[config.mk]
export PLATFORM = sky130hd
export DESIGN_NAME = var_state_bank_flat
export DESIGN_NICKNAME = d
export VERILOG_FILES = /design/src/rtl/var_state_bank_if.sv /design/src/rtl/var_state_bank.sv /design/src/flat_wrapper.sv
export SDC_FILE = /design/constraint.sdc
export NUM_CORES = 1
export LEC_CHECK = 0
export ABC_AREA = 0
export ABC_CLOCK_PERIOD_IN_PS = 36200
export BUFFER_PORTS_ARGS = -buffer_cell sky130_fd_sc_hd__buf_2
export CORE_AREA = 2 2 215 196
export DETAILED_ROUTE_END_ITERATION = 12
export DIE_AREA = 0 0 217 198
export GPL_ROUTABILITY_DRIVEN = 1
export GPL_TIMING_DRIVEN = 0
export PLACE_DENSITY = 0.83
export SYNTH_ARGS = -nofsm -noshare
export SYNTH_HDL_FRONTEND = slang
export SYNTH_SLANG_ARGS = --single-unit
[constraint.sdc]
create_clock -name clk -period 36.2 [get_ports clk]
set_input_delay 5.43 -clock clk [delete_from_list [all_inputs] [get_ports clk]]
set_output_delay 5.43 -clock clk [all_outputs]
set_load 0.03 [all_outputs]
[src/rtl/var_state_bank_if.sv]
// Engine-side bundle for var_state_bank: strobes, request vectors and results.
// The master drives requests; the slave (the bank) returns state and flags.
interface var_state_bank_if #(
    parameter int NUM_VARS = 16,
    parameter int LVL_W    = 10
);
    localparam int ST_W  = LVL_W + 3;
    localparam int IDX_W = $clog2(NUM_VARS);

    logic [2*NUM_VARS-1:0]    var_value_i;
    logic [2*NUM_VARS-1:0]    var_value_o;
    logic                     valid_from_decision_i;
    logic [IDX_W-1:0]         dec_var_i;
    logic                     dec_val_i;
    logic [LVL_W-1:0]         cur_level_i;
    logic                     apply_imply_i;
    logic                     find_imply_o;
    logic                     find_conflict_o;
    logic                     apply_analyze_i;
    logic [LVL_W-1:0]         max_level_o;
    logic                     analyze_done_o;
    logic                     apply_bkt_i;
    logic [LVL_W-1:0]         bkt_lvl_i;
    logic                     wr_states_i;
    logic [ST_W*NUM_VARS-1:0] vars_states_i;
    logic [ST_W*NUM_VARS-1:0] vars_states_o;
    logic                     busy_o;
    logic                     op_err_o;

    modport master (
        output var_value_i, valid_from_decision_i, dec_var_i, dec_val_i, cur_level_i,
               apply_imply_i, apply_analyze_i, apply_bkt_i, bkt_lvl_i, wr_states_i,
               vars_states_i,
        input  var_value_o, find_imply_o, find_conflict_o, max_level_o, analyze_done_o,
               vars_states_o, busy_o, op_err_o
    );

    modport slave (
        input  var_value_i, valid_from_decision_i, dec_var_i, dec_val_i, cur_level_i,
               apply_imply_i, apply_analyze_i, apply_bkt_i, bkt_lvl_i, wr_states_i,
               vars_states_i,
        output var_value_o, find_imply_o, find_conflict_o, max_level_o, analyze_done_o,
               vars_states_o, busy_o, op_err_o
    );
endinterface

[src/rtl/var_state_bank.sv]
// Variable-state store for the SAT engine: decide, imply, backtrack, bulk load,
// and a chunked multi-cycle max-level scan over a latched member mask.
module var_state_bank #(
    parameter int NUM_VARS = 16,
    parameter int LVL_W    = 10,
    parameter int CHUNK    = 4
) (
    input logic             clk,
    input logic             rst,
    var_state_bank_if.slave bus
);
    localparam int ST_W       = LVL_W + 3;
    localparam int NUM_CHUNKS = NUM_VARS / CHUNK;
    localparam int CNT_W      = (NUM_CHUNKS > 1) ? $clog2(NUM_CHUNKS) : 1;

    typedef enum logic [1:0] {IDLE, SCAN, DONE} state_t;

    state_t              state, state_nxt;
    logic [ST_W-1:0]     st     [NUM_VARS];
    logic [ST_W-1:0]     imp_st [NUM_VARS];
    logic [NUM_VARS-1:0] member, mask;
    logic [LVL_W-1:0]    acc, acc_nxt, chunk_max, max_level;
    logic [CNT_W-1:0]    cnt;
    logic                busy, scan_en, done_set, last_chunk;
    logic                wr_go, bkt_go, ana_go, imp_go, dec_go, drop;
    logic [2:0]          n_strobes;
    logic                any_new, any_conf;
    logic                find_imply, find_conflict, analyze_done, op_err;

    assign last_chunk = (cnt == CNT_W'(NUM_CHUNKS - 1));

    always_ff @(posedge clk) begin
        if (rst) state <= IDLE;
        else     state <= state_nxt;
    end

    always_comb begin
        state_nxt = state;
        case (state)
            IDLE, DONE: state_nxt = ana_go ? SCAN : IDLE;
            SCAN: begin
                if (bus.wr_states_i)  state_nxt = IDLE;
                else if (last_chunk)  state_nxt = DONE;
            end
            default:    state_nxt = IDLE;
        endcase
    end

    always_comb begin
        busy     = (state == SCAN);
        scan_en  = busy && !bus.wr_states_i;
        done_set = scan_en && last_chunk;
    end

    // Fixed priority wr > bkt > analyze > imply > decide; a scan blocks all but wr.
    always_comb begin
        n_strobes = 3'(bus.wr_states_i) + 3'(bus.apply_bkt_i) + 3'(bus.apply_analyze_i)
                  + 3'(bus.apply_imply_i) + 3'(bus.valid_from_decision_i);
        wr_go  = bus.wr_states_i;
        bkt_go = !busy && !bus.wr_states_i && bus.apply_bkt_i;
        ana_go = !busy && !bus.wr_states_i && !bus.apply_bkt_i && bus.apply_analyze_i;
        imp_go = !busy && !bus.wr_states_i && !bus.apply_bkt_i && !bus.apply_analyze_i
               && bus.apply_imply_i;
        dec_go = !busy && !bus.wr_states_i && !bus.apply_bkt_i && !bus.apply_analyze_i
               && !bus.apply_imply_i && bus.valid_from_decision_i;
        drop   = (n_strobes > 3'd1)
               || (busy && (bus.apply_bkt_i || bus.apply_analyze_i || bus.apply_imply_i
                            || bus.valid_from_decision_i));
    end

    always_comb begin
        any_new  = 1'b0;
        any_conf = 1'b0;
        for (int unsigned i = 0; i < NUM_VARS; i++) begin
            imp_st[i] = st[i];
            member[i] = (bus.var_value_i[2*i +: 2] == 2'b11);
            if (bus.var_value_i[2*i +: 2] == 2'b01 || bus.var_value_i[2*i +: 2] == 2'b10) begin
                if (st[i][ST_W-1 -: 2] == 2'b00) begin
                    imp_st[i] = {bus.var_value_i[2*i +: 2], 1'b1, bus.cur_level_i};
                    any_new   = 1'b1;
                end else if (st[i][ST_W-1 -: 2] != bus.var_value_i[2*i +: 2]) begin
                    any_conf = 1'b1;
                end
            end
        end
    end

    always_comb begin
        chunk_max = '0;
        for (int unsigned i = 0; i < NUM_VARS; i++) begin
            if (CNT_W'(i / CHUNK) == cnt && mask[i] && st[i][ST_W-1 -: 2] != 2'b00
                && st[i][LVL_W-1:0] > chunk_max)
                chunk_max = st[i][LVL_W-1:0];
        end
        acc_nxt = (chunk_max > acc) ? chunk_max : acc;
    end

    always_ff @(posedge clk) begin
        if (rst) begin
            for (int unsigned i = 0; i < NUM_VARS; i++) st[i] <= '0;
            find_imply    <= 1'b0;
            find_conflict <= 1'b0;
            analyze_done  <= 1'b0;
            max_level     <= '0;
            op_err        <= 1'b0;
            mask          <= '0;
            acc           <= '0;
            cnt           <= '0;
        end else begin
            find_imply    <= 1'b0;
            find_conflict <= 1'b0;
            analyze_done  <= done_set;
            if (done_set) max_level <= acc_nxt;
            if (drop)     op_err    <= 1'b1;

            if (wr_go) begin
                for (int unsigned i = 0; i < NUM_VARS; i++)
                    st[i] <= bus.vars_states_i[i*ST_W +: ST_W];
            end else if (bkt_go) begin
                for (int unsigned i = 0; i < NUM_VARS; i++)
                    if (st[i][LVL_W-1:0] > bus.bkt_lvl_i) st[i] <= '0;
            end else if (imp_go) begin
                for (int unsigned i = 0; i < NUM_VARS; i++) st[i] <= imp_st[i];
                find_imply    <= any_new;
                find_conflict <= any_conf;
            end else if (dec_go) begin
                st[bus.dec_var_i] <= {(bus.dec_val_i ? 2'b10 : 2'b01), 1'b0, bus.cur_level_i};
            end

            if (ana_go) begin
                mask <= member;
                acc  <= '0;
                cnt  <= '0;
            end else if (scan_en) begin
                acc <= acc_nxt;
                cnt <= cnt + 1'b1;
            end
        end
    end

    always_comb begin
        bus.var_value_o   = '0;
        bus.vars_states_o = '0;
        for (int unsigned i = 0; i < NUM_VARS; i++) begin
            bus.var_value_o[2*i +: 2]        = st[i][ST_W-1 -: 2];
            bus.vars_states_o[i*ST_W +: ST_W] = st[i];
        end
    end

    assign bus.find_imply_o    = find_imply;
    assign bus.find_conflict_o = find_conflict;
    assign bus.max_level_o     = max_level;
    assign bus.analyze_done_o  = analyze_done;
    assign bus.busy_o          = busy;
    assign bus.op_err_o        = op_err;
endmodule
[src/flat_wrapper.sv]
// flat-port wrapper written by rule: the top's interface ports become plain ports
module var_state_bank_flat 
#(
    parameter int NUM_VARS = 16,
    parameter int LVL_W    = 10,
    parameter int CHUNK    = 4
)
  (clk, rst, bus_var_value_i, bus_valid_from_decision_i, bus_dec_var_i, bus_dec_val_i, bus_cur_level_i, bus_apply_imply_i, bus_apply_analyze_i, bus_apply_bkt_i, bus_bkt_lvl_i, bus_wr_states_i, bus_vars_states_i, bus_var_value_o, bus_find_imply_o, bus_find_conflict_o, bus_max_level_o, bus_analyze_done_o, bus_vars_states_o, bus_busy_o, bus_op_err_o);
  var_state_bank_if #(.NUM_VARS(NUM_VARS), .LVL_W(LVL_W)) bus_i ();
  input logic clk;
  input logic rst;
  input wire logic [$bits(bus_i.var_value_i)-1:0] bus_var_value_i;
  input wire logic [$bits(bus_i.valid_from_decision_i)-1:0] bus_valid_from_decision_i;
  input wire logic [$bits(bus_i.dec_var_i)-1:0] bus_dec_var_i;
  input wire logic [$bits(bus_i.dec_val_i)-1:0] bus_dec_val_i;
  input wire logic [$bits(bus_i.cur_level_i)-1:0] bus_cur_level_i;
  input wire logic [$bits(bus_i.apply_imply_i)-1:0] bus_apply_imply_i;
  input wire logic [$bits(bus_i.apply_analyze_i)-1:0] bus_apply_analyze_i;
  input wire logic [$bits(bus_i.apply_bkt_i)-1:0] bus_apply_bkt_i;
  input wire logic [$bits(bus_i.bkt_lvl_i)-1:0] bus_bkt_lvl_i;
  input wire logic [$bits(bus_i.wr_states_i)-1:0] bus_wr_states_i;
  input wire logic [$bits(bus_i.vars_states_i)-1:0] bus_vars_states_i;
  output wire logic [$bits(bus_i.var_value_o)-1:0] bus_var_value_o;
  output wire logic [$bits(bus_i.find_imply_o)-1:0] bus_find_imply_o;
  output wire logic [$bits(bus_i.find_conflict_o)-1:0] bus_find_conflict_o;
  output wire logic [$bits(bus_i.max_level_o)-1:0] bus_max_level_o;
  output wire logic [$bits(bus_i.analyze_done_o)-1:0] bus_analyze_done_o;
  output wire logic [$bits(bus_i.vars_states_o)-1:0] bus_vars_states_o;
  output wire logic [$bits(bus_i.busy_o)-1:0] bus_busy_o;
  output wire logic [$bits(bus_i.op_err_o)-1:0] bus_op_err_o;
  assign bus_i.var_value_i = bus_var_value_i;
  assign bus_i.valid_from_decision_i = bus_valid_from_decision_i;
  assign bus_i.dec_var_i = bus_dec_var_i;
  assign bus_i.dec_val_i = bus_dec_val_i;
  assign bus_i.cur_level_i = bus_cur_level_i;
  assign bus_i.apply_imply_i = bus_apply_imply_i;
  assign bus_i.apply_analyze_i = bus_apply_analyze_i;
  assign bus_i.apply_bkt_i = bus_apply_bkt_i;
  assign bus_i.bkt_lvl_i = bus_bkt_lvl_i;
  assign bus_i.wr_states_i = bus_wr_states_i;
  assign bus_i.vars_states_i = bus_vars_states_i;
  assign bus_var_value_o = bus_i.var_value_o;
  assign bus_find_imply_o = bus_i.find_imply_o;
  assign bus_find_conflict_o = bus_i.find_conflict_o;
  assign bus_max_level_o = bus_i.max_level_o;
  assign bus_analyze_done_o = bus_i.analyze_done_o;
  assign bus_vars_states_o = bus_i.vars_states_o;
  assign bus_busy_o = bus_i.busy_o;
  assign bus_op_err_o = bus_i.op_err_o;
  var_state_bank #(.NUM_VARS(NUM_VARS), .LVL_W(LVL_W), .CHUNK(CHUNK)) u_core (.clk(clk), .rst(rst), .bus(bus_i));
endmodule
==> flow_summary.ini <==
[global_routing]
overflow = 0
grt_pass1_vias = 22633
grt_max_degree = 17
grt_antenna_before_repair = 13
track_usage_pct = 43.2
grt_pass1_wl_um = 139000

[setup_path]
path_max_fanout = 10
cpMostUsedCell = ha_1
critical_path_class = reg2reg
startpoint_type = flip-flop
arrival_ns = 35.04
startpoint = u_core.cnt[0]
cp.required_ns = 36.72
rr_startpoint = u_core.cnt[0]
cpMaxStageDelayCell = or4b_1
max_stage_delay_ns = 0.50
cp-end-kind = flip-flop

[logic_synthesis]
avgSynthCellArea_um2 = 8.89
synth_area_leader_cell = edfxtp_1
synth_top_area_share_pct = 25.5
ys_async_sr_fraction_pct = 0
synthTopCellsByCount = ha_1 (315), nand2_1 (242), inv_1 (198)
synth_seq_cells = 252
synth_cells = 2548
synth_top_flop_cell = edfxtp_1
yosys_warnings = 0
synth_edf_count = 192
ys_types = 102
synthTopCellsByArea = edfxtp_1 (25%), ha_1 (17%), a22o_1 (7.0%)
synth_area_um2 = 22600
syn-num-nets = 3137
yosysSeqAreaShare_pct = 30.8
yosysMostFrequentCell = ha_1

[min_path]
hold_class = reg2reg
min_from = u_core.mask[9]

[detailed_routing]
drc_errors = 0
drt-pass1-iter-count = 7
wl_per_cell_um = 26.4
finalWirelength_um = 97600
viasPerCell = 6.62
initialDrtViolationCount = 3237
antenna_left = 0
vias = 24471

[power]
powerDensity_nw_per_um2 = 37.3
p_leak_nw = 12.7
irDropWorstVdd_uv = 36.7

[sta]
final.period_utilization_pct = 95.4
finalCriticalPeriod_ns = 34.53
finalClockSkew_ns = 0.0117
tightestPinTransition_ns = 1.60
slew-limit-headroom_pct = -6.51
tns_ns = 0
finalHoldViolCount = 0
finalSetupViolations = 0
slew_violations = 11
fmax_ghz = 0.0290

[placement]
place_congestion = 1.02
dp_hpwl_um = 75600
dp_cells = 3609
postPlaceCellArea_um2 = 25900
port_buffers = 513

[cts]
ctsHoldBuffers = 0
clk_latency_ns = 0.60
cts-root-buf = clkbuf_16
cts_tree = built
cts_buffers = 30
htreeDepth = 1
cts.path.max_buffers = 3
clk_pin_slew_ns = 0.07
cts_sinks = 252

[floorplan]
rows = 71
die_area_um2 = 43000
dieWidth_um = 217
start_util_pct = 55.2
die_y_um = 198
fp.coreArea_um2 = 41000
ios = 527

[layout]
syn2layout_area_growth_pct = 21.0
final_cell_area_um2 = 27400
fill_cells = 3430
drive_above_1_share_pct = 24.3
stdcell_count = 3698
nets = 3706

[run_status]
status = finished with violations
violations = max-capacitance violations, max-slew violations

[job]
drv_cap = 1
metal layers:
metal / wire length (µm) / up-vias / track usage (%)
met4: 6310 / 8 / 24.8
li1: - / 10743 / -
met1: 36300 / 11457 / 55.9
met5: 48 / - / 0
met3: 12900 / 373 / 10.4
met2: 42100 / 1890 / 66.2
final timing paths:
kind              depth (start not counted)        endpoint  slack, ns
setup / recovery                        182   u_core.acc[7]       1.67
hold reg to reg                           2  u_core.mask[9]       0.46
hold / removal                            2  u_core.mask[9]       0.46
setup reg to reg                        182   u_core.acc[7]       1.67
sequential cells by signal (all words and copies together) (netlist names):
signal,flops
u_core.bus.analyze_done_o,1
u_core.st,208
u_core.bus.find_conflict_o,1
u_core.state,2
u_core.bus.max_level_o,10
u_core.acc,10
u_core.bus.op_err_o,1
u_core.cnt,2
u_core.bus.find_imply_o,1
u_core.mask,16
power breakdown:
group          total, W  switching [W]  internal, W
Sequential     0.000381      0.0000410     0.000340
Clock          0.000319       0.000133     0.000186
Combinational  0.000323       0.000207     0.000116
Total           0.00102       0.000381     0.000642
final cells by class:
type	count	area, µm²	area share, %
multi-input combinational	1965	14500	53.0
sequential	252	6970	25.4
timing repair buffer	537	2750	10.0
clock buffer	38	843	3.08
inverter	199	747	2.73
buffer	132	696	2.54
tap	547	684	2.50
clock inverter	18	183	0.667
antenna	10	25.0	0.0913
logic make-up after synthesis:
logic type	share of synthesized area (%)
buffers and inverters	6.15
and+or+nand+nor	15.7
xor gates and xnor gates	0.923
adders and majority gates	17.8
DFF	30.8
AOI/OAI and AO/OA	26.2
muxes	2.44
repair_timing:
item,CTS,global route
resized for setup,15,94
endpoints found under the setup margin,20,20
pin swaps,2,15
setup buffers,2,21
through the flow:
step                total power [W]  worst slack (ns)  hold slack, ns  util [%]
floorplan                  0.000573              3.85           0.436         -
global placement           0.000679             -1.36           0.442      63.1
detailed placement         0.000690             -2.03           0.448      63.1
CTS                         0.00101            0.0287           0.457      65.8
global route                0.00106            -0.380           0.477      66.8
finish                      0.00102              1.67           0.458      66.8
cell usage in the layout (no fill, tap or decap), types with 12 or more instances in the layout:
master	instances
o21ai_0	158
a31oi_1	25
and2_1	20
or2_2	16
inv_1	198
xnor2_1	20
a22o_1	180
or3_1	18
a21o_1	43
o21a_1	12
nand4_1	38
edfxtp_1	192
nand2b_1	35
buf_2	518
a211oi_1	15
nand3_1	44
a22oi_1	22
buf_1	16
buf_4	61
clkbuf_16	32
a221oi_1	19
and3_1	19
a21oi_1	184
o21ai_1	34
clkbuf_1	62
mux2_2	26
nor2_1	137
o211ai_1	28
dfxtp_1	60
nor2b_1	55
ha_1	314
nor3_1	33
mux2i_1	16
nand2_1	239
critical path, delay by kind of cell (launching register included):
family                     cells  cell delay [ns]
buffers and inverters         31             4.58
and+or+nand+nor               70            11.34
adders and majority gates     19             5.66
muxes                          5             1.62
AOI/OAI and AO/OA             57            10.78
DFF                            1             0.35
No activity file was read; power rests on OpenSTA's default activity.
